<file path="src/rtl/ex_mem_fp_reg.sv">
// EX->MEM stage: 2-entry skid buffer after alu_fp, NZVC commit register, head forwarding. Optional FP_SAT_EN saturates overflowed results at capture.
// Latency: 1 cycle input-to-output when empty; sustains 1 op/cycle with out_ready held high.
// Backpressure: in_ready is registered and drops only while both entries are occupied.
module ex_mem_fp_reg #(
   parameter int N  = 24,
   parameter int RW = 5
) (
   input  logic          clk,
   input  logic          rst_n,
   input  logic          flush,
   input  logic          in_valid,
   output logic          in_ready,
   input  logic [N-1:0]  in_result,
   input  logic [3:0]    in_flags,
   input  logic [RW-1:0] in_rd,
   input  logic          in_we,
   input  logic          in_setf,
   output logic          out_valid,
   input  logic          out_ready,
   output logic [N-1:0]  out_result,
   output logic [RW-1:0] out_rd,
   output logic          out_we,
   output logic [3:0]    flags_q,
   output logic          fwd_valid,
   output logic [RW-1:0] fwd_rd,
   output logic [N-1:0]  fwd_result
);

   typedef enum logic [1:0] {EMPTY, ONE, TWO} state_t;

   typedef struct packed {
      logic [N-1:0]  result;
      logic [3:0]    flags;
      logic [RW-1:0] rd;
      logic          we;
      logic          setf;
   } entry_t;

   state_t     state_q, state_d;
   entry_t     head_q, head_d;
   entry_t     skid_q, skid_d;
   entry_t     cap_entry;
   logic [3:0] flags_d;
   logic       accept;
   logic       commit;

   // Entry as it will be stored; flags are {N,Z,V,C}.
   always_comb begin
      cap_entry.result = in_result;
      cap_entry.flags  = in_flags;
      cap_entry.rd     = in_rd;
      cap_entry.we     = in_we;
      cap_entry.setf   = in_setf;
`ifdef FP_SAT_EN
      if (in_flags[1]) begin
         cap_entry.result[14:0] = 15'h7FFF;
         cap_entry.flags[2]     = 1'b0;
      end
`else
`endif
   end

   assign in_ready  = (state_q != TWO);
   assign out_valid = (state_q != EMPTY);
   assign accept    = in_valid & in_ready;
   assign commit    = out_valid & out_ready;

   always_comb begin
      state_d = state_q;
      head_d  = head_q;
      skid_d  = skid_q;
      flags_d = flags_q;
      // Flush wins over any same-cycle commit or accept.
      if (flush) begin
         state_d = EMPTY;
      end else begin
         if (commit && head_q.setf) flags_d = head_q.flags;
         case (state_q)
            EMPTY: begin
               if (accept) begin
                  state_d = ONE;
                  head_d  = cap_entry;
               end
            end
            ONE: begin
               case ({accept, commit})
                  2'b10: begin
                     state_d = TWO;
                     skid_d  = cap_entry;
                  end
                  2'b01: state_d = EMPTY;
                  2'b11: head_d = cap_entry;
                  default: ;
               endcase
            end
            TWO: begin
               if (commit) begin
                  state_d = ONE;
                  head_d  = skid_q;
               end
            end
            default: state_d = EMPTY;
         endcase
      end
   end

   always_ff @(posedge clk or negedge rst_n) begin
      if (!rst_n) begin
         state_q <= EMPTY;
         head_q  <= '0;
         skid_q  <= '0;
         flags_q <= 4'b0000;
      end else begin
         state_q <= state_d;
         head_q  <= head_d;
         skid_q  <= skid_d;
         flags_q <= flags_d;
      end
   end

   assign out_result = head_q.result;
   assign out_rd     = head_q.rd;
   assign out_we     = head_q.we & out_valid;
   assign fwd_valid  = out_valid & head_q.we;
   assign fwd_rd     = head_q.rd;
   assign fwd_result = head_q.result;

endmodule

</file>
<file path="config.mk">
export PLATFORM = sky130hd
export DESIGN_NAME = ex_mem_fp_reg
export DESIGN_NICKNAME = d
export VERILOG_FILES = /design/src/rtl/ex_mem_fp_reg.sv
export SDC_FILE = /design/constraint.sdc
export NUM_CORES = 1
export LEC_CHECK = 0
export CAP_MARGIN = 20
export CORE_MARGIN = 2
export CORE_UTILIZATION = 52
export DETAILED_ROUTE_END_ITERATION = 6
export HOLD_SLACK_MARGIN = 0.02
export PLACE_DENSITY = 0.84
export SYNTH_ARGS = -nofsm -noshare
export SYNTH_HDL_FRONTEND = slang
export SYNTH_SLANG_ARGS = --single-unit
</file>
<file path="constraint.sdc">
create_clock -name clk -period 2.55 [get_ports clk]
set_clock_uncertainty 0.05 [all_clocks]
set_input_delay 0.255 -clock clk [delete_from_list [all_inputs] [get_ports clk]]
set_output_delay 0.255 -clock clk [all_outputs]
set_load 0.02 [all_outputs]
</file>
==> impl_metrics.tcl, run 1 <==
set metrics [dict create \
    grt_pass1_wl_mm 11.2 \
    num_antenna_cells 0 \
    crit_chain "nor2b_4 -> inv_1 -> clkdlybuf4s50_1" \
    clk_latency_ns 0.34 \
    detail-route-antenna-nets 0 \
    rsz0062_at_grt "false" \
    synth_flop_cell "dfrtp_1" \
    synth_edf_count 0 \
    drive_gt1_share_pct 40.1 \
    max_freq_ghz 0.453 \
    irDropWorstVdd_v 0.000429 \
    cp.required_ns 2.25 \
    cts_made_buffers 9 \
    synth.most_common_cell "mux2_2" \
    overflow 0 \
    die_x_um 89.7 \
    dieHeight_um 89.7 \
    synth_nets 312 \
    core-area_um2 7180 \
    drt_first_iter_violations 52 \
    gp_congestion 0.792 \
    ys_warn_count 0 \
    fin_area_um2 4710 \
    setup_viol 0 \
    cts_tree "done" \
    wirelength_mm 6.67 \
    dieArea_um2 8050 \
    maxCapViolations 0 \
    critical_path.max_fanout 17 \
    fin_crit_sh_pct 86.7 \
    yosys.area.top_type "dfrtp_1" \
    vias_per_cell 5.01 \
    layout.nets 365 \
    ys_top_cells_by_area "dfrtp_1 (50%), mux2_2 (31%), buf_4 (12%), buf_6 (2.9%), mux2_1 (1.2%)" \
    htree_levels 3 \
    drc_errors 0 \
    synth-seq-cells 76 \
    fin_tns_setup_ns 0 \
    multi_input_area_um2 1370 \
    initial_core_util_pct 53.2 \
    cts_hold_buf 0 \
    cpPeakStageDelay_ns 0.55 \
    crit_slowest_cell "clkdlybuf4s50_1" \
    nFillCells 565 \
    grt_pass1_vias 2228 \
    cts.sinks 76 \
    path_buf_inv 2 \
    critPathCaptureType "primary output" \
    grt_use_total_pct 17.4 \
    async_flop_share_pct 100 \
    post_cts_buffers 0 \
    yosys.area.top_type_share_pct 49.8 \
    syn_inst 272 \
    power.density_nw_per_um2 826 \
    avgRoutedWirePerCell_um 15.6 \
    place_area_um2 4500 \
    hold_viol 0 \
    tightest_slew_ns 0.927 \
    status "completed" \
    io_buffers 105 \
    syn_area_um2 3820 \
    vias 2143 \
    hold_path_class "in2async" \
    grt_max_degree 77 \
    p_leak_nw 1.93 \
    antenna_found_initial 0 \
    area_growth_pct 23.2 \
    rows 31 \
    start_kind "flop" \
    synth_cell_type_count 21 \
    ctsResizeCount 0 \
    path_clk_slew_ns 0.08 \
    path_delay_family "buffers and inverters" \
    cts_root_buf "clkbuf_8" \
    avgSynthCellArea_um2 14.0 \
    cts_buffer_depth 2 \
    final.min_clock_period_ns 2.21 \
    ios 106 \
    ys_seq_area_share_pct 49.8 \
    ys_top_cells_by_count "mux2_2 (105), dfrtp_1 (76), buf_4 (59)" \
    place_hpwl_mm 4.58 \
    final_max_slew_viol_count 0 \
    seqCellArea_um2 1900 \
    slew_headroom_pct 38.2 \
    crit_type "reg2out" \
    drtPass1Iterations 4 \
    critPathArrivalTime_ns 1.90 \
]
per-layer routing:
layer	part of all wire [%]	global-route usage, %	vias to the layer above	routed length, µm
li1	-	-	995	-
met1	47	23.1	1070	3150
met2	46	27.0	72	3050
met3	5.9	4.78	6	392
met4	1.2	7.69	0	77
met5	0	0	-	0
flip-flops by register name, summed over array words and instances (netlist names):
name and flops:
fwd_rd 5, skid_q 35, state_q 2, fwd_result 24, head_q 6, flags_q 4
per-stage QoR:
step                power (mW)  util (%)  hold WS [ns]  std cells  setup slack, ns
global placement          2.91      62.7         0.403        413            0.465
global route              4.09      65.6        0.0868        428            0.182
floorplan                 2.59         -       -0.0906        272            0.909
CTS                       3.94      65.6        0.0316        428            0.295
finish                    3.89      65.6        0.0119        428            0.340
detailed placement        2.96      62.7         0.416        413            0.402
worst reg2reg max path, stage by stage (launching register included):
cell     delay [ns]
dfrtp_1        0.44
nor2b_4        0.49
buf_4          0.30
mux2_2         0.35
mux2_1         0.30
cells in the final DEF (no fill, tap or decap):
master and count:
bufinv_16 2, clkinvlp_4 1, nor2b_2 1, a21oi_4 1, nor2b_4 1, nand2_1 2
dfrtp_1 76, and4b_1 1, buf_12 1, mux2_2 105, o21a_1 1, mux2_1 4
clkinv_2 2, nor3b_4 1, clkbuf_8 9, clkbuf_1 1, or2_2 1, nand2b_2 1
a21oi_1 2, buf_4 6, nand3b_1 1, o22a_1 1, nor2_1 1, and2_1 1
nor3_1 1, clkdlybuf4s50_1 104, inv_1 1
power breakdown:
group | leakage [nW] | switching, mW | internal [mW]
registers | 0.917 | 0.177 | 1.51
logic | 0.908 | 0.534 | 0.702
clock network | 0.102 | 0.421 | 0.543
total | 1.93 | 1.13 | 2.76
layout make-up:
| class | count | area share (%) |
|---|---|---|
| inverter | 1 | 0.0797 |
| multi-input combinational | 126 | 29.0 |
| clock inverter | 5 | 1.65 |
| clock buffer | 10 | 2.71 |
| tap | 99 | 2.63 |
| sequential | 76 | 40.4 |
| timing repair buffer | 111 | 23.5 |
cell families after synthesis:
logic type	synth area share [%]
flops	49.8
simple gates	2.33
mux	32.1
compound gates	1.11
buf+inv	14.6
final timing paths:
path / slack, ns / startpoint / end / depth (start not counted)
min: 0.01 / rst_n / skid_q[15] / 1
min reg2reg: 0.44 / head_q[7] / head_q[7] / 1
max reg2reg: 0.50 / state_q[1] / fwd_rd[3] / 4
max in group asynchronous: 1.85 / rst_n / fwd_result[13] / 1
max: 0.34 / state_q[1] / in_ready / 3
min in group clk: 0.44 / head_q[7] / head_q[7] / 1
(Power assumes the default switching activity.)
==> run 2: changes to the inputs <==
CAP_MARGIN = 40   (was 20)
CORE_MARGIN = 5   (was 2)
==> run 2 against run 1 <==
Effect of this change: combinational power barely moved; routed wire length is 8.3% higher; fmax fell by 4.8%; total power up 2.6%; register-to-register slack better by 0.18 ns; hold slack better by 0.32 ns; first-iteration DRC count is 13% lower; die area is 14% higher; critical path type unchanged.
==> impl_metrics.tcl, run 2 (synthesis gave the netlist of run 1 again) <==
set metrics [dict create \
    cts_tree "done" \
    gp_congestion 0.726 \
    core-area_um2 7210 \
    dieHeight_um 95.7 \
    drt_first_iter_violations 45 \
    crit_type "reg2out" \
    clk_latency_ns 0.33 \
    crit_slowest_cell "clkdlybuf4s50_1" \
    initial_core_util_pct 52.9 \
    critPathArrivalTime_ns 2.02 \
    setup_slack_ns 0.228 \
    timing.hold.ws_ns 0.332 \
    fin_tns_setup_ns 0 \
    io_buffers 105 \
    die_x_um 95.7 \
    critPathCaptureType "primary output" \
    tightest_slew_ns 0.384 \
    cts_root_buf "clkbuf_8" \
    area_growth_pct 25.0 \
    grt_max_degree 51 \
    path_buf_inv 3 \
    layout_common_cells "mux2_2 (105), clkdlybuf4s50_1 (104), dfrtp_1 (76)" \
    cp.required_ns 2.25 \
    hold_viol 0 \
    r2r-end "head_q[7]" \
    largest-register "skid_q" \
    final.min_clock_period_ns 2.32 \
    rows 31 \
    drtPass1Iterations 4 \
    final_common_cell "mux2_2" \
    cts.sinks 76 \
    avgRoutedWirePerCell_um 16.8 \
    detail-route-antenna-nets 0 \
    place_hpwl_mm 5.23 \
    grt_pass1_vias 2386 \
    irDropWorstVdd_v 0.000423 \
    path_clk_slew_ns 0.09 \
    final_max_slew_viol_count 0 \
    max_freq_ghz 0.431 \
    r2r-start "state_q[0]" \
    p_leak_nw 1.95 \
    crit_chain "nor2b_4 -> buf_4 -> inv_1 -> clkdlybuf4s50_1" \
    drive_gt1_share_pct 40.7 \
    path_delay_family "buffers and inverters" \
    grt_use_total_pct 16.5 \
    vias_per_cell 4.98 \
    reg2reg_depth 4 \
    post-route-util_pct 66.2 \
    grt_pass1_wl_mm 11.7 \
    critical_path.max_fanout 11 \
    ios 106 \
    largest_reg_flops 35 \
    dieArea_um2 9160 \
    htree_levels 3 \
    maxCapViolations 0 \
    cpPeakStageDelay_ns 0.53 \
    hold_path_class "in2async" \
    layout.nets 367 \
    rrSetupSlack_ns 0.68 \
    power.density_nw_per_um2 835 \
    status "completed" \
    start_kind "flop" \
    slew_headroom_pct 74.3 \
    wirelength_mm 7.22 \
    rsz0062_at_grt "false" \
    num_antenna_cells 0 \
    dpl.cell_count 414 \
    layoutNonFillerInstCount 431 \
    setup_viol 0 \
    cts_made_buffers 9 \
    cts_buffer_depth 2 \
    overflow 0 \
    vias 2146 \
    place_ws_ns 0.398 \
    antenna_found_initial 0 \
    fin_crit_sh_pct 91.0 \
    drc_errors 0 \
]
==> run 2: cell types whose count changed in the layout (fill, tap and decap cells not counted), sizes merged <==
cell | before | now
dlygate4sd3 | 0 | 1
clkinv | 2 | 1
clkbuf | 10 | 11
clkinvlp | 1 | 2
buf | 7 | 8
==> run 2: routing by layer <==
layer | track usage [%] | up-vias | share of wire, %
met5 | 0 | - | 0
met4 | 5.69 | 0 | 0.90
met3 | 3.52 | 7 | 6.3
met2 | 27.9 | 75 | 49
met1 | 20.9 | 1070 | 43
li1 | - | 994 | -
==> run 2: power breakdown <==
| part | internal (mW) | total [mW] | switching [mW] | leakage (nW) |
|---|---|---|---|---|
| combinational | 0.708 | 1.26 | 0.548 | 0.925 |
| clock | 0.607 | 1.04 | 0.438 | 0.112 |
| sequential | 1.51 | 1.69 | 0.178 | 0.917 |
| total | 2.83 | 3.99 | 1.16 | 1.95 |
==> run 2: metrics by stage <==
| step | cell area (µm²) | total power [mW] |
|---|---|---|
| 2_1_floorplan | 3820 | 2.59 |
| 3_3_place_gp | 4500 | 2.93 |
| 3_5_place_dp | 4530 | 2.99 |
| 4_1_cts | 4770 | 4.04 |
| 5_1_grt | 4770 | 4.19 |
| 6_report | 4770 | 3.99 |
==> run 2: how the worst max path moves through the flow <==
| stage | from | end | slack (ns) | cells after the start |
|---|---|---|---|---|
| CTS | state_q[1] | in_ready | 0.19 | 4 |
| finish | state_q[0] | in_ready | 0.23 | 4 |
| global route | state_q[1] | in_ready | 0.08 | 4 |
| detailed placement | out_ready | fwd_result[12] | 0.40 | 6 |
| global placement | out_ready | fwd_result[19] | 0.48 | 6 |
| floorplan | state_q[1] | skid_q[11] | 0.91 | 4 |
==> run 2: worst register-to-register path: cells and delay by family, from the launching register on <==
family	cells	cell delay (ns)
mux	2	0.65
simple gates	1	0.37
flops	1	0.47
buf+inv	1	0.23
==> run 2: final cells by class <==
| class | instances | area [µm²] |
|---|---|---|
| sequential | 76 | 1900 |
| clock inverter | 5 | 83.8 |
| multi-input combinational | 126 | 1370 |
| tap | 99 | 124 |
| clock buffer | 11 | 151 |
| inverter | 1 | 3.75 |
| fill | 543 | 2440 |
| timing repair buffer | 113 | 1140 |
==> run 2: timing repair <==
action | CTS | global route
gates resized for setup | 0 | 0
endpoints found under the hold margin | 26 | 0
hold buffers | 1 | 0
setup buffers | 0 | 0
